File: src/rtl/uart_pkg.sv
// Shared definitions for the memory-mapped UART transmitter.
//  - Register select values decoded from addr[3:2]
//  - STATUS register bit positions
//  - Transmit FSM state encoding
package uart_pkg;

    localparam logic [1:0] REG_TXDATA  = 2'd0;
    localparam logic [1:0] REG_STATUS  = 2'd1;
    localparam logic [1:0] REG_BAUDDIV = 2'd2;
    localparam logic [1:0] REG_RSVD    = 2'd3;

    localparam int ST_FULL    = 0;
    localparam int ST_EMPTY   = 1;
    localparam int ST_BUSY    = 2;
    localparam int ST_OVF     = 3;
    localparam int ST_CNT_LSB = 4;

    typedef enum logic [1:0] {IDLE, START, DATA, STOP} uart_tx_state_t;

endpackage

File: src/rtl/mmio_uart_tx_if.sv
// Data-TCM style bus between the CPU (master) and a memory-mapped responder.
//  en      access strobe (read or write)
//  wen     byte write enables, all zero for a read
//  addr    byte address
//  data_i  write data toward the responder
//  data_o  read data from the responder, registered one cycle after the access
interface mmio_uart_tx_if;
    logic        en;
    logic [3:0]  wen;
    logic [31:0] addr;
    logic [31:0] data_i;
    logic [31:0] data_o;

    modport master (output en, wen, addr, data_i, input data_o);
    modport slave  (input en, wen, addr, data_i, output data_o);
endinterface

File: src/rtl/uart_fifo.sv
// Synchronous FIFO for the UART transmit path.
//  clk, reset_n   clock, asynchronous active-low reset (pointers/count only)
//  push, din      write request and data; ignored when full
//  pop, dout      read request; dout shows the head entry combinationally
//  full, empty    occupancy flags
//  count          number of stored entries (log2(DEPTH)+1 bits)
module uart_fifo #(
    parameter int WIDTH = 8,
    parameter int DEPTH = 4
) (
    input  logic                     clk,
    input  logic                     reset_n,
    input  logic                     push,
    input  logic [WIDTH-1:0]         din,
    input  logic                     pop,
    output logic [WIDTH-1:0]         dout,
    output logic                     full,
    output logic                     empty,
    output logic [$clog2(DEPTH):0]   count
);
    localparam int AW = $clog2(DEPTH);
    localparam int CW = AW + 1;

    logic [WIDTH-1:0] mem [DEPTH];
    logic [AW-1:0]    wr_ptr;
    logic [AW-1:0]    rd_ptr;
    logic             do_push;
    logic             do_pop;

    // Full/empty are judged on the state before this edge, so a push while
    // full is dropped even if a pop frees a slot in the same cycle.
    assign do_push = push && !full;
    assign do_pop  = pop && !empty;
    assign full    = (count == CW'(DEPTH));
    assign empty   = (count == '0);
    assign dout    = mem[rd_ptr];

    always_ff @(posedge clk or negedge reset_n) begin
        if (!reset_n) begin
            wr_ptr <= '0;
            rd_ptr <= '0;
            count  <= '0;
        end else begin
            if (do_push) wr_ptr <= wr_ptr + 1'b1;
            if (do_pop)  rd_ptr <= rd_ptr + 1'b1;
            case ({do_push, do_pop})
                2'b10:   count <= count + 1'b1;
                2'b01:   count <= count - 1'b1;
                default: count <= count;
            endcase
        end
    end

    always_ff @(posedge clk) begin
        if (do_push) mem[wr_ptr] <= din;
    end

endmodule

File: src/rtl/mmio_uart_tx.sv
// Memory-mapped 8N1 UART transmitter on the data-TCM bus.
//  clk      system clock
//  reset_n  asynchronous active-low reset; aborts any frame, tx_o goes high
//  bus      slave side of the data-TCM bus (en/wen/addr/data_i/data_o)
//  tx_o     serial line, idle high
//  irq_o    high when the FIFO is empty and no frame is in flight
// Registers (addr[3:2]): TXDATA push, STATUS, BAUDDIV, reserved.
module mmio_uart_tx
    import uart_pkg::*;
#(
    parameter logic [3:0]  BASE_NIB    = 4'hA,
    parameter int          FIFO_DEPTH  = 4,
    parameter logic [15:0] DEFAULT_DIV = 16'd867
) (
    input  logic           clk,
    input  logic           reset_n,
    mmio_uart_tx_if.slave  bus,
    output logic           tx_o,
    output logic           irq_o
);
    localparam int CW = $clog2(FIFO_DEPTH) + 1;

    function automatic logic [3:0] sat4(input logic [CW-1:0] c);
        int v;
        v = int'(c);
        return (v > 15) ? 4'hF : 4'(v);
    endfunction

    logic           hit;
    logic [1:0]     reg_sel;
    logic           rd_acc;
    logic           wr_txdata;
    logic           wr_ovf_clr;
    logic           overflow;
    logic [15:0]    baud_div;
    logic [15:0]    cur_div;
    logic [15:0]    baud_cnt;
    logic           tick;
    logic [2:0]     bit_cnt;
    logic [7:0]     shift;
    logic [31:0]    rdata;
    uart_tx_state_t state;

    logic           fifo_pop;
    logic [7:0]     fifo_dout;
    logic           fifo_full;
    logic           fifo_empty;
    logic [CW-1:0]  fifo_count;
    logic           busy;
    logic           unused_bits;

    assign unused_bits = ^{bus.addr[27:4], bus.addr[1:0], bus.data_i[31:16]};

    assign hit        = bus.en && (bus.addr[31:28] == BASE_NIB);
    assign reg_sel    = bus.addr[3:2];
    assign rd_acc     = hit && (bus.wen == 4'b0000);
    assign wr_txdata  = hit && (reg_sel == REG_TXDATA) && bus.wen[0];
    assign wr_ovf_clr = hit && (reg_sel == REG_STATUS) && bus.wen[0] && bus.data_i[ST_OVF];

    assign busy  = (state != IDLE);
    assign irq_o = fifo_empty && !busy;

    // Each bit runs against the divisor latched at its start, so a BAUDDIV
    // write only affects bits that begin after it.
    assign tick = (baud_cnt == cur_div);

    // Head is taken when leaving IDLE or at the end of STOP with data waiting.
    assign fifo_pop = !fifo_empty && ((state == IDLE) || ((state == STOP) && tick));

    uart_fifo #(.WIDTH(8), .DEPTH(FIFO_DEPTH)) u_fifo (
        .clk     (clk),
        .reset_n (reset_n),
        .push    (wr_txdata),
        .din     (bus.data_i[7:0]),
        .pop     (fifo_pop),
        .dout    (fifo_dout),
        .full    (fifo_full),
        .empty   (fifo_empty),
        .count   (fifo_count)
    );

    always_comb begin
        rdata = '0;
        case (reg_sel)
            REG_STATUS: begin
                rdata[ST_FULL]                 = fifo_full;
                rdata[ST_EMPTY]                = fifo_empty;
                rdata[ST_BUSY]                 = busy;
                rdata[ST_OVF]                  = overflow;
                rdata[ST_CNT_LSB+3:ST_CNT_LSB] = sat4(fifo_count);
            end
            REG_BAUDDIV: rdata[15:0] = baud_div;
            default:     rdata = '0;
        endcase
    end

    // Bus side: registered read data, sticky overflow, divider register
    always_ff @(posedge clk or negedge reset_n) begin
        if (!reset_n) begin
            bus.data_o <= '0;
            overflow   <= 1'b0;
            baud_div   <= DEFAULT_DIV;
        end else begin
            bus.data_o <= rd_acc ? rdata : 32'd0;
            if (wr_txdata && fifo_full) overflow <= 1'b1;
            else if (wr_ovf_clr)        overflow <= 1'b0;
            if (hit && (reg_sel == REG_BAUDDIV)) begin
                if (bus.wen[0]) baud_div[7:0]  <= bus.data_i[7:0];
                if (bus.wen[1]) baud_div[15:8] <= bus.data_i[15:8];
            end
        end
    end

    // Transmit FSM, baud counter, bit counter
    always_ff @(posedge clk or negedge reset_n) begin
        if (!reset_n) begin
            state    <= IDLE;
            tx_o     <= 1'b1;
            baud_cnt <= '0;
            cur_div  <= DEFAULT_DIV;
            bit_cnt  <= '0;
        end else begin
            baud_cnt <= tick ? 16'd0 : baud_cnt + 16'd1;
            if (tick) cur_div <= baud_div;
            case (state)
                IDLE: begin
                    baud_cnt <= '0;
                    if (!fifo_empty) begin
                        state   <= START;
                        tx_o    <= 1'b0;
                        cur_div <= baud_div;
                    end
                end
                START: begin
                    if (tick) begin
                        state   <= DATA;
                        tx_o    <= shift[0];
                        bit_cnt <= '0;
                    end
                end
                DATA: begin
                    if (tick) begin
                        if (bit_cnt == 3'd7) begin
                            state <= STOP;
                            tx_o  <= 1'b1;
                        end else begin
                            bit_cnt <= bit_cnt + 3'd1;
                            tx_o    <= shift[1];
                        end
                    end
                end
                STOP: begin
                    if (tick) begin
                        if (!fifo_empty) begin
                            state <= START;
                            tx_o  <= 1'b0;
                        end else begin
                            state <= IDLE;
                        end
                    end
                end
                default: begin
                    state <= IDLE;
                    tx_o  <= 1'b1;
                end
            endcase
        end
    end

    // Shift register: loaded on pop, shifted LSB-first as each data bit ends
    always_ff @(posedge clk) begin
        if (fifo_pop)
            shift <= fifo_dout;
        else if ((state == DATA) && tick && (bit_cnt != 3'd7))
            shift <= {1'b0, shift[7:1]};
    end

endmodule

File: src/flat_wrapper.sv
// flat-port wrapper written by rule: the top's interface ports become plain ports
module mmio_uart_tx_flat import uart_pkg::*;
#(
    parameter logic [3:0]  BASE_NIB    = 4'hA,
    parameter int          FIFO_DEPTH  = 4,
    parameter logic [15:0] DEFAULT_DIV = 16'd867
)
  (clk, reset_n, tx_o, irq_o, bus_en, bus_wen, bus_addr, bus_data_i, bus_data_o);
  mmio_uart_tx_if bus_i ();
  input  logic clk;
  input  logic reset_n;
  output logic tx_o;
  output logic irq_o;
  input wire logic [$bits(bus_i.en)-1:0] bus_en;
  input wire logic [$bits(bus_i.wen)-1:0] bus_wen;
  input wire logic [$bits(bus_i.addr)-1:0] bus_addr;
  input wire logic [$bits(bus_i.data_i)-1:0] bus_data_i;
  output wire logic [$bits(bus_i.data_o)-1:0] bus_data_o;
  assign bus_i.en = bus_en;
  assign bus_i.wen = bus_wen;
  assign bus_i.addr = bus_addr;
  assign bus_i.data_i = bus_data_i;
  assign bus_data_o = bus_i.data_o;
  mmio_uart_tx #(.BASE_NIB(BASE_NIB), .FIFO_DEPTH(FIFO_DEPTH), .DEFAULT_DIV(DEFAULT_DIV)) u_core (.clk(clk), .reset_n(reset_n), .bus(bus_i), .tx_o(tx_o), .irq_o(irq_o));
endmodule
File: config.mk
export PLATFORM = sky130hd
export DESIGN_NAME = mmio_uart_tx_flat
export DESIGN_NICKNAME = d
export VERILOG_FILES = /design/src/rtl/uart_pkg.sv /design/src/rtl/mmio_uart_tx_if.sv /design/src/rtl/uart_fifo.sv /design/src/rtl/mmio_uart_tx.sv /design/src/flat_wrapper.sv
export SDC_FILE = /design/constraint.sdc
export NUM_CORES = 1
export LEC_CHECK = 0
export ABC_AREA = 1
export CORE_MARGIN = 5
export CORE_UTILIZATION = 52
export CTS_CLUSTER_DIAMETER = 100
export DETAILED_ROUTE_END_ITERATION = 6
export PLACE_DENSITY = 0.77
export SYNTH_ARGS = -nofsm -noshare
export SYNTH_HDL_FRONTEND = slang
export SYNTH_SLANG_ARGS = --single-unit
File: constraint.sdc
create_clock -name clk -period 3.6 [get_ports clk]
set_clock_uncertainty 0.1 [all_clocks]
set_input_delay 0.36 -clock clk [delete_from_list [all_inputs] [get_ports clk]]
set_output_delay 0.36 -clock clk [all_outputs]
set_load 0.01 [all_outputs]
==> summary.txt, run 1 <==
Status -> finished, final reports clean
Pin count of the biggest net entering global routing -> 79
Sequential fraction of the synthesis area -> 56.8%
Reg clk slew, reported paths -> 60 ps
DRC errors left -> 0
Worst hold start -> bus_data_i[8]
CP Launch Type -> register
RSZ-0062 raised after global routing -> false
Final Hold Viols -> 0
Vias per inst -> 5.22
Resized cells post-CTS -> 0
Port bufs -> 46
Die X -> 114 um
Max Slew Vio Count -> 0
Overflow after GRT -> 0
Syn Area/Cell -> 9.23 um^2
Worst Path Required -> 3900 ps
Vias in the first global route -> 4,115
P_leak -> 2.91 nW
Hold worst-path end -> u_core.baud_div[8]
Maximum vdd ir drop -> 0.484 mV
CTS Buf Count -> 17
CTS Root Cell -> clkbuf_8
Synth Flop Type -> dfrtp_1
Total core area -> 10,400 um^2
Nets@finish -> 744
GRT Resource Usage Total -> 19.6%
RR Startpoint -> u_core.state[0]
Max Clock Freq -> 0.346 GHz
Worst-path fanout max -> 12
Worst skew pair latency -> 520 ps
Synth unique cells -> 38
Area fraction of the dominant cell type after synthesis -> 29.2%
Clock sink count -> 118
R2r setup slk -> 710 ps
Hold path depth -> 3
Die ar. -> 12,900 um^2
Worst Tran Pin Value -> 968 ps
Worst setup EP type -> register
Setup Fix Bufs, Post-CTS -> 0
Largest cells by area after synthesis -> dfrtp_1, edfxtp_1, nand2_1
H-tree depth -> 4
Critical Path AT -> 3190 ps
Number of synthesized register bits -> 118
Pwr per Cell Area -> 788 nW/um^2
Number of setup violations in the final report -> 0
DP HPWL -> 8000 um
Antenna violations before repair -> 0
I/O pin count -> 105
Avg WL per Cell -> 14.8 um
Asr flop ratio synth -> 66.1%
Vias -> 4,205
Syn Std Cell Area -> 5580 um^2
Area leader, netlist -> dfrtp_1
Period utilization -> 80.3%
Max_slew headroom -> 35.5%
Core Rows -> 37
CTS tree -> done
Min-Delay Path Class -> input pin to register
Worst r2r dst -> u_core.u_fifo.count[1]
ANT cells -> 0
Crit path kind -> register to register
Fin cells -> 806
Yosys warning count -> 0
Share of cells above drive strength 1 -> 8.96%
1st-pass router iterations -> 6
Clk buf depth -> 2
Initial Util -> 53.8%
Drt total wl -> 11,900 um
Final Wtd Congestion -> 0.815
Iteration-0 DRC Markers -> 378
Die Height -> 114 um
Antenna viol nets, final -> 0
Layout area overhead -> 19.1%
Setup tns final -> 0 ps
Period minus WS final -> 2890 ps
Global-route wire length before repair -> 20,000 um
Cells after synthesis -> 604
Hold WS -> 267 ps
Reg2reg path depth -> 9
Post-synth EDFFs -> 40
Placed insts -> 773
Max_cap viols -> 0
-- how the worst max path moves through the flow --
stage                               start                     end  slack, ps  cells past startpoint
after floorplan           u_core.state[0]  u_core.u_fifo.count[1]        980                     10
after global placement       bus_addr[29]  u_core.u_fifo.count[2]        620                     10
after detailed placement     bus_addr[29]  u_core.u_fifo.count[2]        570                     10
after CTS                 u_core.state[0]  u_core.u_fifo.count[1]        690                      9
after global routing      u_core.state[0]  u_core.u_fifo.count[2]        440                     11
final                     u_core.state[0]  u_core.u_fifo.count[1]        710                      9
-- cell usage in the layout (no fill, tap or decap), types with 8 or more instances in the layout --
cell type        Yosys  final
inv_1               57     57
nand4_1             11     11
clkbuf_16            0     16
o22ai_1              8      8
dfrtp_1             65     65
dfstp_2             13     13
edfxtp_1            40     40
ha_1                15     15
nor2_1              60     60
nand3_1             32     32
o21ai_0             44     44
conb_1               1     16
nand2_1            170    170
clkdlybuf4s50_1      0     45
a21oi_1             13     13
-- worst max-delay path: stages (launching register included) --
cell and delay [ps]:
dfrtp_1 440, inv_1 120, ha_1 210, clkinv_1 260, nand2_1 390, nand3_4 220, inv_1 140, ha_1 200
fa_1 410, mux2_2 270
-- per-layer routing --
layer  global-route usage (%)  vias up  wire [um]
met4                     6.49        0        182
met2                     31.6      149       5920
met1                     25.5     2002       5070
met3                     5.78       17        758
met5                        0        -          0
li1                         -     2037          -
-- registers in the layout, indices dropped and copies added, names as in the netlist, 2 cells and up --
name,count
u_core.baud_cnt,16
u_core.baud_div,16
u_core.bit_cnt,3
u_core.bus.data_o,16
u_core.cur_div,16
u_core.shift,8
u_core.state,2
u_core.u_fifo.count,3
u_core.u_fifo.mem,32
u_core.u_fifo.rd_ptr,2
u_core.u_fifo.wr_ptr,2
-- metrics by stage --
step	utilization [%]	worst slack, ps	total power, mW	area (um^2)
final	64.1	707	5.23	6640
after global routing	64.1	436	5.61	6640
after CTS	64.1	694	5.26	6640
after detailed placement	58.6	569	3.63	6070
after global placement	58.6	620	3.55	6070
after floorplan	-	979	3.33	5630
-- cells in the mapped netlist (2+ instances only) --
cell      number
nand2_1      170
dfrtp_1       65
nor2_1        60
inv_1         57
o21ai_0       44
edfxtp_1      40
nand3_1       32
buf_4         17
ha_1          15
a21oi_1       13
dfstp_2       13
nand4_1       11
o22ai_1        8
clkbuf_1       7
nor3_1         6
xor2_1         6
buf_2          5
nor3b_1        5
buf_6          4
nor2_2         4
inv_2          3
a31oi_1        2
clkinv_1       2
-- area by class of cell --
class	instances	area, um^2
clock buffer	19	422
clock inverter	13	138
inverter	62	233
timing repair buffer	52	505
fill	792	3730
tap	136	170
multi-input combinational	406	2010
sequential	118	3170
-- power by group --
part	internal (mW)	switching, mW	total [mW]
logic	0.548	1.19	1.74
clock network	1.04	0.566	1.60
registers	1.71	0.187	1.89
total	3.29	1.94	5.23
-- kinds of logic after synthesis --
logic type                 share of synthesized area, %
xor gates and xnor gates                           1.10
DFF                                                56.8
other                                            0.0672
muxes                                             0.202
buffers and inverters                              8.19
AOI/OAI and AO/OA                                  6.96
adders and majority gates                          3.72
and+or+nand+nor                                    22.9
-- what timing repair did --
| action | CTS | global route |
|---|---|---|
| endpoints found under the hold margin | 65 | 0 |
| hold buffers | 1 | 0 |
| endpoints found under the setup margin | 0 | 0 |
Power figures use the tool's default switching activity.
==> run 2: changes to the inputs <==
==> constraint.sdc (replaced) <==
create_clock -name clk -period 3 [get_ports clk]
set_clock_uncertainty 0.1 [all_clocks]
set_input_delay 0.3 -clock clk [delete_from_list [all_inputs] [get_ports clk]]
set_output_delay 0.3 -clock clk [all_outputs]
set_load 0.01 [all_outputs]
==> run 2 against run 1 <==
Against the previous run: hold slack got worse by 42 ps; global-route usage decreased by 0.25 points; final area increased by 1.9%; sequential cell count unchanged; first-iteration DRC count decreased by 15%; critical path type unchanged; combinational power increased by 26%; maximum frequency increased by 1.8%; the run now ends with design-rule violations left; sequential power increased by 21%.
==> summary.txt, run 2 (synthesized netlist as in run 1, its figures left out) <==
Final core occ -> 65.3% (+1.2 points)
Crit path kind -> register to register
I/O pin count -> 105 (unchanged)
Vias per inst -> 5.19 (-0.59%)
Crit path from -> u_core.cur_div[8]
ANT cells -> 0 (unchanged)
Met1 Wirelength -> 5060 um (-0.16%)
Switching part of the total -> 36.5% (-0.62 points)
Clock power share -> 31.4% (+0.8 points)
Commonest non-fill, non-tap cell in the layout -> nand2_1
RR Startpoint -> u_core.cur_div[8]
Worst-path fanout max -> 12 (unchanged)
Setup tns final -> 0 ps (unchanged)
Global-route wire length before repair -> 19,600 um (-1.8%)
Reg2reg path depth -> 13 (+4)
Reg with most FFs -> u_core.u_fifo.mem
R2r setup slk -> 160 ps (-550 ps)
Logic pwr share -> 33.7% (+0.5 points)
Period utilization -> 94.7% (+14 points)
Antenna viol nets, final -> 0 (unchanged)
Share of cells above drive strength 1 -> 11.0% (+2.1 points)
Total core area -> 10,400 um^2 (unchanged)
Worst setup EP type -> register
Status -> complete, but fails checks
Commonest non-fill, non-tap cells in the layout -> nand2_1, dfrtp_1, nor2_1
Psw -> 2.39 mW (+23%)
Internal Pwr Total -> 4.15 mW (+26%)
Failing checks -> design-rule violations
H-tree depth -> 4 (unchanged)
Max_cap viols -> 0 (unchanged)
Max Clock Freq -> 0.352 GHz (+1.8%)
Maximum vdd ir drop -> 0.494 mV (+2.1%)
Min-Delay Path Class -> input pin to register
Vias -> 4,232 (+0.64%)
Worst Tran Pin Value -> 976 ps (+8.31 ps)
Hold path depth -> 3 (unchanged)
Worst skew pair latency -> 510 ps (about the same)
CTS Root Cell -> clkbuf_8
Avg WL per Cell -> 14.9 um (+0.31%)
Worst hold start -> bus_data_i[8]
P_leak -> 2.99 nW (+2.6%)
Period minus WS final -> 2840 ps (-50.3 ps)
Max_slew headroom -> 34.9% (-0.55 points)
CTS tree -> done
Final Wtd Congestion -> 0.828 (+1.7%)
Initial Util -> 53.8% (unchanged)
Max Slew Vio Count -> 0 (unchanged)
Worst r2r dst -> u_core.u_fifo.count[1]
1st-pass router iterations -> 7 (+1)
Met2 wire len -> 6100 um (+3.0%)
RSZ-0062 raised after global routing -> false
Pwr per Cell Area -> 965 nW/um^2 (+23%)
Vias in the first global route -> 4,084 (-0.75%)
CTS Buf Count -> 17 (unchanged)
DP HPWL -> 7880 um (-1.4%)
Max FFs per register -> 32 (unchanged)
Port bufs -> 46 (unchanged)
Number of setup violations in the final report -> 0 (unchanged)
Critical Path AT -> 3130 ps (-60 ps)
Hold WS -> 225 ps (-42.0 ps)
Overflow after GRT -> 0 (unchanged)
Die ar. -> 12,900 um^2 (unchanged)
Die X -> 114 um (unchanged)
Worst Path Required -> 3290 ps (-610 ps)
Core Rows -> 37 (unchanged)
Clk buf depth -> 2 (unchanged)
Highest Signal Layer -> met4
Seq pwr share -> 34.9% (-1.3 points)
Drt total wl -> 12,100 um (+1.6%)
Reg clk slew, reported paths -> 50 ps (about the same)
Final Hold Viols -> 0 (unchanged)
GRT Resource Usage Total -> 19.4% (-0.25 points)
Die Height -> 114 um (unchanged)
Pin count of the biggest net entering global routing -> 79 (unchanged)
Nets@finish -> 754 (+1.3%)
Layout area overhead -> 21.4%
Met3 wire len -> 774 um (+2.1%)
DRC errors left -> 1 (+1)
Clock sink count -> 118 (unchanged)
Iteration-0 DRC Markers -> 321 (-15%)
Antenna violations before repair -> 0 (unchanged)
CP Launch Type -> register
Hold worst-path end -> u_core.baud_div[8]
run 2: changes by cell type in the layout (fill, tap and decap cells not counted), sizes merged:
cell / previous run / this run
buf: 6 / 15
clkinv: 11 / 8
clkbuf: 19 / 21
bufinv: 3 / 4
nand2: 172 / 173
run 2: power groups by stage:
stage          Sequential [mW]  Clock, mW  Combinational (mW)
2_1_floorplan             2.20          0                1.79
3_3_place_gp              2.28          0                1.99
3_5_place_dp              2.30          0                2.06
4_1_cts                   2.28       2.08                2.11
5_1_grt                   2.31       2.16                2.47
6_report                  2.28       2.05                2.20
run 2: worst max path at each step:
stage          cells past startpoint                endpoint  slack (ps)
2_1_floorplan                     10  u_core.u_fifo.count[1]         380
3_3_place_gp                      13  u_core.u_fifo.count[1]         260
3_5_place_dp                      10  u_core.u_fifo.count[2]         200
4_1_cts                            6                   irq_o          30
5_1_grt                           13  u_core.u_fifo.count[1]          30
6_report                          13  u_core.u_fifo.count[1]         160
run 2: what timing repair did:
| action | CTS | global route |
|---|---|---|
| gates resized for setup | 0 | 2 |
| setup endpoints to repair | 0 | 2 |
| hold buffers | 1 | 0 |
| buffers inserted | 0 | 3 |
| hold endpoints to repair | 65 | 0 |
run 2: critical path, stage by stage, from the launching register on:
cell	delay (ps)
dfstp_2	530
inv_1	50
nand2_1	70
nand2_1	70
nor2_1	110
nand2_1	90
nor2_2	180
nand2_4	160
nand2_8	160
nand3_4	160
inv_2	120
ha_1	210
fa_1	430
mux2_2	270
run 2: stage by stage:
step	instance area, um^2	cells	setup WS, ps	total power, mW
after detailed placement	6120	779	204	4.35
after CTS	6730	812	27.3	6.47
after global placement	6120	779	262	4.26
after floorplan	5630	619	379	3.99
final	6770	816	158	6.53
after global routing	6770	816	28.1	6.94
run 2: per-layer routing:
| layer | up-vias | track usage, % |
|---|---|---|
| li1 | 2061 | - |
| met1 | 1992 | 24.2 |
| met2 | 161 | 32.8 |
| met5 | - | 0 |
| met4 | 0 | 6.57 |
| met3 | 18 | 4.99 |
run 2: cell type report:
cell class / instances / area [um^2]
fillers: 780 / 3600
flip-flops and latches: 118 / 3170
multi-input cells: 407 / 2020
repair buffers: 61 / 573
clock buffers: 21 / 449
inverters: 62 / 236
well taps: 136 / 170
clock inverters: 11 / 154
